--- config.mk ---
export PLATFORM = sky130hd
export DESIGN_NAME = mc_control
export DESIGN_NICKNAME = d
export VERILOG_FILES = /design/src/rtl/mc_control.sv
export SDC_FILE = /design/constraint.sdc
export NUM_CORES = 1
export LEC_CHECK = 0
export ABC_CLOCK_PERIOD_IN_PS = 1750
export CORE_ASPECT_RATIO = 1.75
export CORE_UTILIZATION = 30
export CTS_CLUSTER_DIAMETER = 60
export CTS_CLUSTER_SIZE = 40
export DETAILED_ROUTE_END_ITERATION = 10
export PLACE_DENSITY_LB_ADDON = 0.1
export SLEW_MARGIN = 15
export SYNTH_ARGS = -nofsm -noshare
export SYNTH_HDL_FRONTEND = slang
export SYNTH_SLANG_ARGS = --single-unit
--- constraint.sdc ---
create_clock -name clk -period 1.75 [get_ports clk]
set_input_delay 0.2625 -clock clk [delete_from_list [all_inputs] [get_ports clk]]
set_output_delay 0.2625 -clock clk [all_outputs]
set_load 0.02 [all_outputs]
--- src/rtl/mc_control.sv ---
// Multi-cycle datapath controller: fetch/decode/execute/mem/writeback sequencing.
// Define MC_ADDI_EN to add the addi instruction (states ADDI_EX/ADDI_WB).
module mc_control #(
   parameter int CNT_W = 32
) (
   input  logic             clk,
   input  logic             rst,
   input  logic [5:0]       opcode,
   input  logic             zero,
   input  logic             mem_ready,
   output logic             pc_write,
   output logic             pc_write_cond,
   output logic             iord,
   output logic             mem_read,
   output logic             mem_write,
   output logic             ir_write,
   output logic             mem_to_reg,
   output logic             reg_dest,
   output logic             reg_write,
   output logic             alu_src_a,
   output logic [1:0]       alu_src_b,
   output logic [1:0]       alu_op,
   output logic [1:0]       pc_source,
   output logic             illegal_op,
   output logic [3:0]       state,
   output logic [CNT_W-1:0] retired
);

   typedef enum logic [3:0] {
      IDLE     = 4'd0,
      FETCH    = 4'd1,
      DECODE   = 4'd2,
      MEM_ADDR = 4'd3,
      MEM_RD   = 4'd4,
      MEM_WB   = 4'd5,
      MEM_WR   = 4'd6,
      EXEC     = 4'd7,
      ALU_WB   = 4'd8,
      BRANCH   = 4'd9,
      JUMP     = 4'd10,
      ADDI_EX  = 4'd11,
      ADDI_WB  = 4'd12
   } stateT;

   localparam logic [5:0] opRType = 6'b000000;
   localparam logic [5:0] opLw    = 6'b100011;
   localparam logic [5:0] opSw    = 6'b101011;
   localparam logic [5:0] opBeq   = 6'b000100;
   localparam logic [5:0] opJ     = 6'b000010;
   localparam logic [5:0] opAddi  = 6'b001000;

   stateT curState;
   stateT nextState;
   logic  retireNow;
   logic  addiOk;
   logic  unusedZero;

   // zero only qualifies pc_write_cond in the datapath
   assign unusedZero = zero;
   assign state = curState;

`ifdef MC_ADDI_EN
   assign addiOk = (opcode == opAddi);
`else
   assign addiOk = 1'b0;
`endif

   always_ff @(posedge clk or posedge rst) begin
      if (rst) begin
         curState <= IDLE;
         retired  <= '0;
      end else begin
         curState <= nextState;
         if (retireNow)
            retired <= retired + CNT_W'(1);
      end
   end

   always_comb begin
      nextState     = IDLE;
      retireNow     = 1'b0;
      pc_write      = 1'b0;
      pc_write_cond = 1'b0;
      iord          = 1'b0;
      mem_read      = 1'b0;
      mem_write     = 1'b0;
      ir_write      = 1'b0;
      mem_to_reg    = 1'b0;
      reg_dest      = 1'b0;
      reg_write     = 1'b0;
      alu_src_a     = 1'b0;
      alu_src_b     = 2'b00;
      alu_op        = 2'b00;
      pc_source     = 2'b00;
      illegal_op    = 1'b0;
      case (curState)
         IDLE: nextState = FETCH;
         FETCH: begin
            mem_read  = 1'b1;
            alu_src_b = 2'b01;
            ir_write  = mem_ready;
            pc_write  = mem_ready;
            nextState = mem_ready ? DECODE : FETCH;
         end
         DECODE: begin
            alu_src_b = 2'b10;
            case (opcode)
               opRType:    nextState = EXEC;
               opLw, opSw: nextState = MEM_ADDR;
               opBeq:      nextState = BRANCH;
               opJ:        nextState = JUMP;
               default: begin
                  if (addiOk) begin
                     nextState = ADDI_EX;
                  end else begin
                     illegal_op = 1'b1;
                     nextState  = FETCH;
                  end
               end
            endcase
         end
         MEM_ADDR: begin
            alu_src_a = 1'b1;
            alu_src_b = 2'b10;
            nextState = (opcode == opSw) ? MEM_WR : MEM_RD;
         end
         MEM_RD: begin
            mem_read  = 1'b1;
            iord      = 1'b1;
            nextState = mem_ready ? MEM_WB : MEM_RD;
         end
         MEM_WB: begin
            reg_write  = 1'b1;
            mem_to_reg = 1'b1;
            retireNow  = 1'b1;
            nextState  = FETCH;
         end
         MEM_WR: begin
            mem_write = 1'b1;
            iord      = 1'b1;
            retireNow = mem_ready;
            nextState = mem_ready ? FETCH : MEM_WR;
         end
         EXEC: begin
            alu_src_a = 1'b1;
            alu_op    = 2'b10;
            nextState = ALU_WB;
         end
         ALU_WB: begin
            reg_write = 1'b1;
            reg_dest  = 1'b1;
            retireNow = 1'b1;
            nextState = FETCH;
         end
         BRANCH: begin
            alu_src_a     = 1'b1;
            alu_op        = 2'b01;
            pc_write_cond = 1'b1;
            pc_source     = 2'b01;
            retireNow     = 1'b1;
            nextState     = FETCH;
         end
         JUMP: begin
            pc_write  = 1'b1;
            pc_source = 2'b10;
            retireNow = 1'b1;
            nextState = FETCH;
         end
`ifdef MC_ADDI_EN
         ADDI_EX: begin
            alu_src_a = 1'b1;
            alu_src_b = 2'b10;
            nextState = ADDI_WB;
         end
         ADDI_WB: begin
            reg_write = 1'b1;
            retireNow = 1'b1;
            nextState = FETCH;
         end
`endif
         default: nextState = IDLE;
      endcase
   end

endmodule

# Word level (Yosys, flattened, before mapping)
# Cells that the tools add are included.
[totals]
reg_bits = 36
input_bits = 10
out_inout_bits = 53
[classes]
add_sub_neg = 1
n_eq_ne = 14
mux = 22
reduce_logical = 11
[op_table]
columns = ["operator", "n"]
rows = [
  ["$add A32 B1 Y32 const B", 1],
  ["$pmux W4 S7", 1],
  ["$eq A4 B3 Y1 const B", 4],
  ["$pmux W4 S4", 1],
  ["$eq A4 B4 Y1 const B", 3],
  ["$eq A6 B6 Y1 const B", 2],
  ["$mux W1", 12],
  ["$pmux W2 S2", 3],
  ["$reduce_or A2 Y1", 5],
  ["$reduce_or A5 Y1", 2],
  ["$eq A4 B2 Y1 const B", 2],
  ["$eq A6 B2 Y1 const B", 1],
  ["$eq A6 B3 Y1 const B", 1],
  ["$logic_not A6 Y1", 1],
  ["$eq A4 B1 Y1 const B", 1],
  ["$logic_not A4 Y1", 1],
  ["$mux W2", 2],
  ["$pmux W1 S2", 2],
  ["$reduce_or A4 Y1", 1],
  ["$mux W3", 1],
  ["$reduce_or A3 Y1", 1],
]

# Longest topological paths before layout
[logic_depth]
word_depth = 4
ltp_mapped = 7
ltp_nobuf = 5

# Worst setup path after synthesis
# Ideal clock, no wire load.
[synth_timing]
kind = "flip-flop to output port"
startpoint = "reg curState[1], in the netlist state[1]"
endpoint = "out pc_write"
t_arrival_ns = 1.899
slack_ns = -0.412
path_stages_with_launch = 6
cell_sequence = "dfrtp_1 clkbuf_1 nand2b_1 nor3_1 and2_1 or2_2"
[synth_between]
elab_chain_len = 2
[synth_lines]
columns = ["item", "line_no", "text"]
rows = [
  ["start, declared", "52", "stateT curState;"],
  ["start signal, assigned", "73", "curState <= nextState;"],
  ["$eq A4 B4 Y1 or $eq A4 B1 Y1 (tied branches)", "96", "case (curState)"],
  ["$pmux W1 S2 *", "96", ""],
  ["end, declared", "11", "output logic pc_write,"],
]
# Every way passes the cells marked *; elsewhere a longest branch is shown, timed or not.

# Worst setup path after layout
[layout_timing]
startpoint = "reg curState[1], in the netlist state[1]"
endpoint = "reg retired[6]"
[layout_between]
elab_chain_len = 3
[layout_lines]
columns = ["item", "line_no", "text"]
rows = [
  ["$eq A4 B4 Y1 or $eq A4 B3 Y1 (tied branches)", "96", ""],
  ["$reduce_or A4 Y1 (no line)", "--", ""],
  ["$pmux W1 S2 *", "96", ""],
  ["end signal, assigned", "75", "retired <= retired + CNT_W'(1);"],
  ["end, declared", "26", "output logic [CNT_W-1:0] retired"],
]
# Marked as above.
# A chain may end at the register's enable or synchronous reset.

==> results_dict.tcl <==
set metrics [dict create \
    initial_core_util_pct 31.2 \
    grt-ovfl-total 0 \
    vias 1854 \
    critPathRequiredTime_ps 1920 \
    crit_path_end_kind "flip-flop" \
    synth_nets 209 \
    async_flop_share_pct 100 \
    ys_ff_latch 36 \
    r2r_cells 8 \
    crit_path_top_delay_cell "dfrtp_2" \
    relSlewSlack_pct 69.3 \
    rsz0062_at_grt "true" \
    root_buffer "clkbuf_8" \
    clkLatencyLatePin_ps 280 \
    mostFrequentLayoutCell "buf_4" \
    ys_warn_count 0 \
    htreeDepth 2 \
    grt_pass1_vias 1837 \
    crit_buf_inv 3 \
    post-route-min-period_ps 1840 \
    outcome "finished, violations left" \
    n_fill_cell 588 \
    post-route-period-util_pct 105 \
    wirelength_um 5430 \
    dieWidth_um 62.6 \
    cp_max_fo 8 \
    synth_area_leaders "dfrtp_1 (47%), xor2_1 (9.1%), xnor2_1 (6.4%), nor2_1 (4.5%), nand2_1 (3.1%)" \
    synth-edff-count 0 \
    synth_seq_area_share_pct 46.7 \
    critical_path.top_delay_family "flip-flops" \
    final_max_slew_viol_count 0 \
    post_synth.cell_area_avg_um2 9.74 \
    endpoint "retired[6]$_DFFE_PP0P_" \
    drc_errors 0 \
    dpl.hpwl_um 4090 \
    path_class "flip-flop to flip-flop" \
    syn_area_um2 1930 \
    port-buffer-count 61 \
    cts_sinks 36 \
    peakVddDrop_v 0.000855 \
    multiInputGateArea_um2 1170 \
    crit_path_start "state[1]$_DFF_PP0_" \
    worst_pin_slew_ps 460 \
    core_um2 6180 \
    nets 325 \
    io_pins 63 \
    vias_per_cell 4.69 \
    setup_viol 11 \
    syn_to_final_growth_pct 72.2 \
    hp-class "input port to asynchronous set/reset pin" \
    diodes 0 \
    postSynthCellCount 198 \
    violations "setup timing" \
    post-synth-top-area-cell "dfrtp_1" \
    gr-usage-all-layers_pct 16.6 \
    cap_violations 0 \
    cpPeakStageDelay_ps 440 \
    die_h_um 108 \
    p_leak_nw 1.62 \
    cp.arrival_ps 2020 \
    startpoint_type "flip-flop" \
    ys.flop_type "dfrtp_1" \
    setup_ws_ps -92.9 \
    cts-hold-fix-buffers 0 \
    grt_start_max_net_pins 37 \
    routedWlPerCell_um 13.7 \
    cts_tree "yes" \
    cts_max_path_buffers 2 \
    antenna_found_initial 0 \
    hold_viol 0 \
    std_cell_rows 38 \
    synth_cell_types 37 \
    first_pass_iters 4 \
    tns_ps -502 \
    die_area_um2 6770 \
    path_cells "buf_6, and2_4, o311a_4, buf_6, nand3_4, buf_6, nor2_4, xor2_1" \
    regArea_um2 907 \
    final_cell_mix "buf_4 (50), clkdlybuf4s50_1 (40), dfrtp_1 (31)" \
    powerDensity_nw_per_um2 1110 \
    postRouteAntennaNets 0 \
    gp_congestion 0.763 \
    crit_top_cell "buf_6" \
    clkSlewWorstSetupHoldPaths_ps 70 \
    layout-drive-gt1-share_pct 38.7 \
    grt_pass1_wl_um 8720 \
    yosysTopAreaCellShare_pct 46.7 \
    fin_skew_ps 5.15 \
    reg2reg_to "retired[6]$_DFFE_PP0P_" \
    p_total_mw 3.68 \
    fmax_mhz 543 \
    cts_buffers 5 \
    r2r_start "state[1]$_DFF_PP0_" \
    drt_iter0_drc 55 \
    cp_num_cells 8 \
    reg2reg_slack_ps -90 \
]
logic make-up (layout without fill, tap and decap cells):
family                   after synthesis  count (layout)  synth area share (%)
AO/OA/AOI/OAI                         15              15                  5.51
XOR/XNOR                              34              34                  15.4
adder cells (fa/ha/maj)                1               1                 0.648
buffers and inverters                 16             132                  4.15
flip-flops                            36              36                  46.7
AND/OR/NAND/NOR                       96              97                  27.6
synthesized netlist by cell type (all sizes together) (2+ instances only):
cell type,number
o21ai,2
or2,2
a21oi,3
nor3b,3
buf,7
nor4,4
dfrtp,36
clkbuf,3
nor3,8
xor2,20
nand4,5
and4,5
nand3,13
nor2,23
and3,6
and2,3
inv,6
nor2b,3
o22ai,2
xnor2,14
nand2b,4
nand2,16
where the power goes:
part	internal, mW	switching, mW	total (mW)
clock	0.423	0.290	0.712
combinational	0.946	0.942	1.89
sequential	0.934	0.141	1.08
sequential cells by signal, indices dropped and copies added, names as in the netlist:
signal / flops
retired: 32
state: 4
through the flow:
stage	setup WS, ps	hold slack, ps	cells	utilization [%]	instance area (um^2)
detailed placement	-310	468	379	48.5	3000
finish	-92.9	384	395	53.7	3320
floorplan	-58.3	429	198	-	1970
global placement	-308	466	379	48.5	3000
CTS	-156	400	389	50.8	3140
global route	-176	446	395	53.7	3320
cell type report:
class	instances	area share, %
clock buffer	6	2.18
clock inverter	2	1.05
inverter	6	0.753
multi-input combinational	147	35.1
sequential	36	27.3
tap	80	3.01
timing repair buffer	118	30.6
worst min-delay path by stage:
stage / slack (ps) / end
final: 380 / retired[18]$_DFFE_PP0P_
after CTS: 400 / retired[16]$_DFFE_PP0P_
after detailed placement: 470 / retired[31]$_DFFE_PP0P_
after global placement: 470 / retired[31]$_DFFE_PP0P_
after floorplan: 430 / retired[0]$_DFFE_PP0P_
after global routing: 450 / retired[18]$_DFFE_PP0P_
per-layer routing:
layer | GRT usage [%] | share of wire (%)
met4 | 5.98 | 1.1
met5 | 0 | 0
met1 | 16.8 | 37
met2 | 33.0 | 58
met3 | 2.85 | 4.0
what timing repair did:
action                                  CTS  global route
pin swaps                                 5            24
buffers inserted                          2             5
gates resized for setup                  65            52
endpoints found under the setup margin   36            34
gates cloned                              0             1
tightest hold or removal path, delay by kind of cell:
family,cells,cell delay [ps]
buf+inv,3,840
No activity file was read; power rests on OpenSTA's default activity.
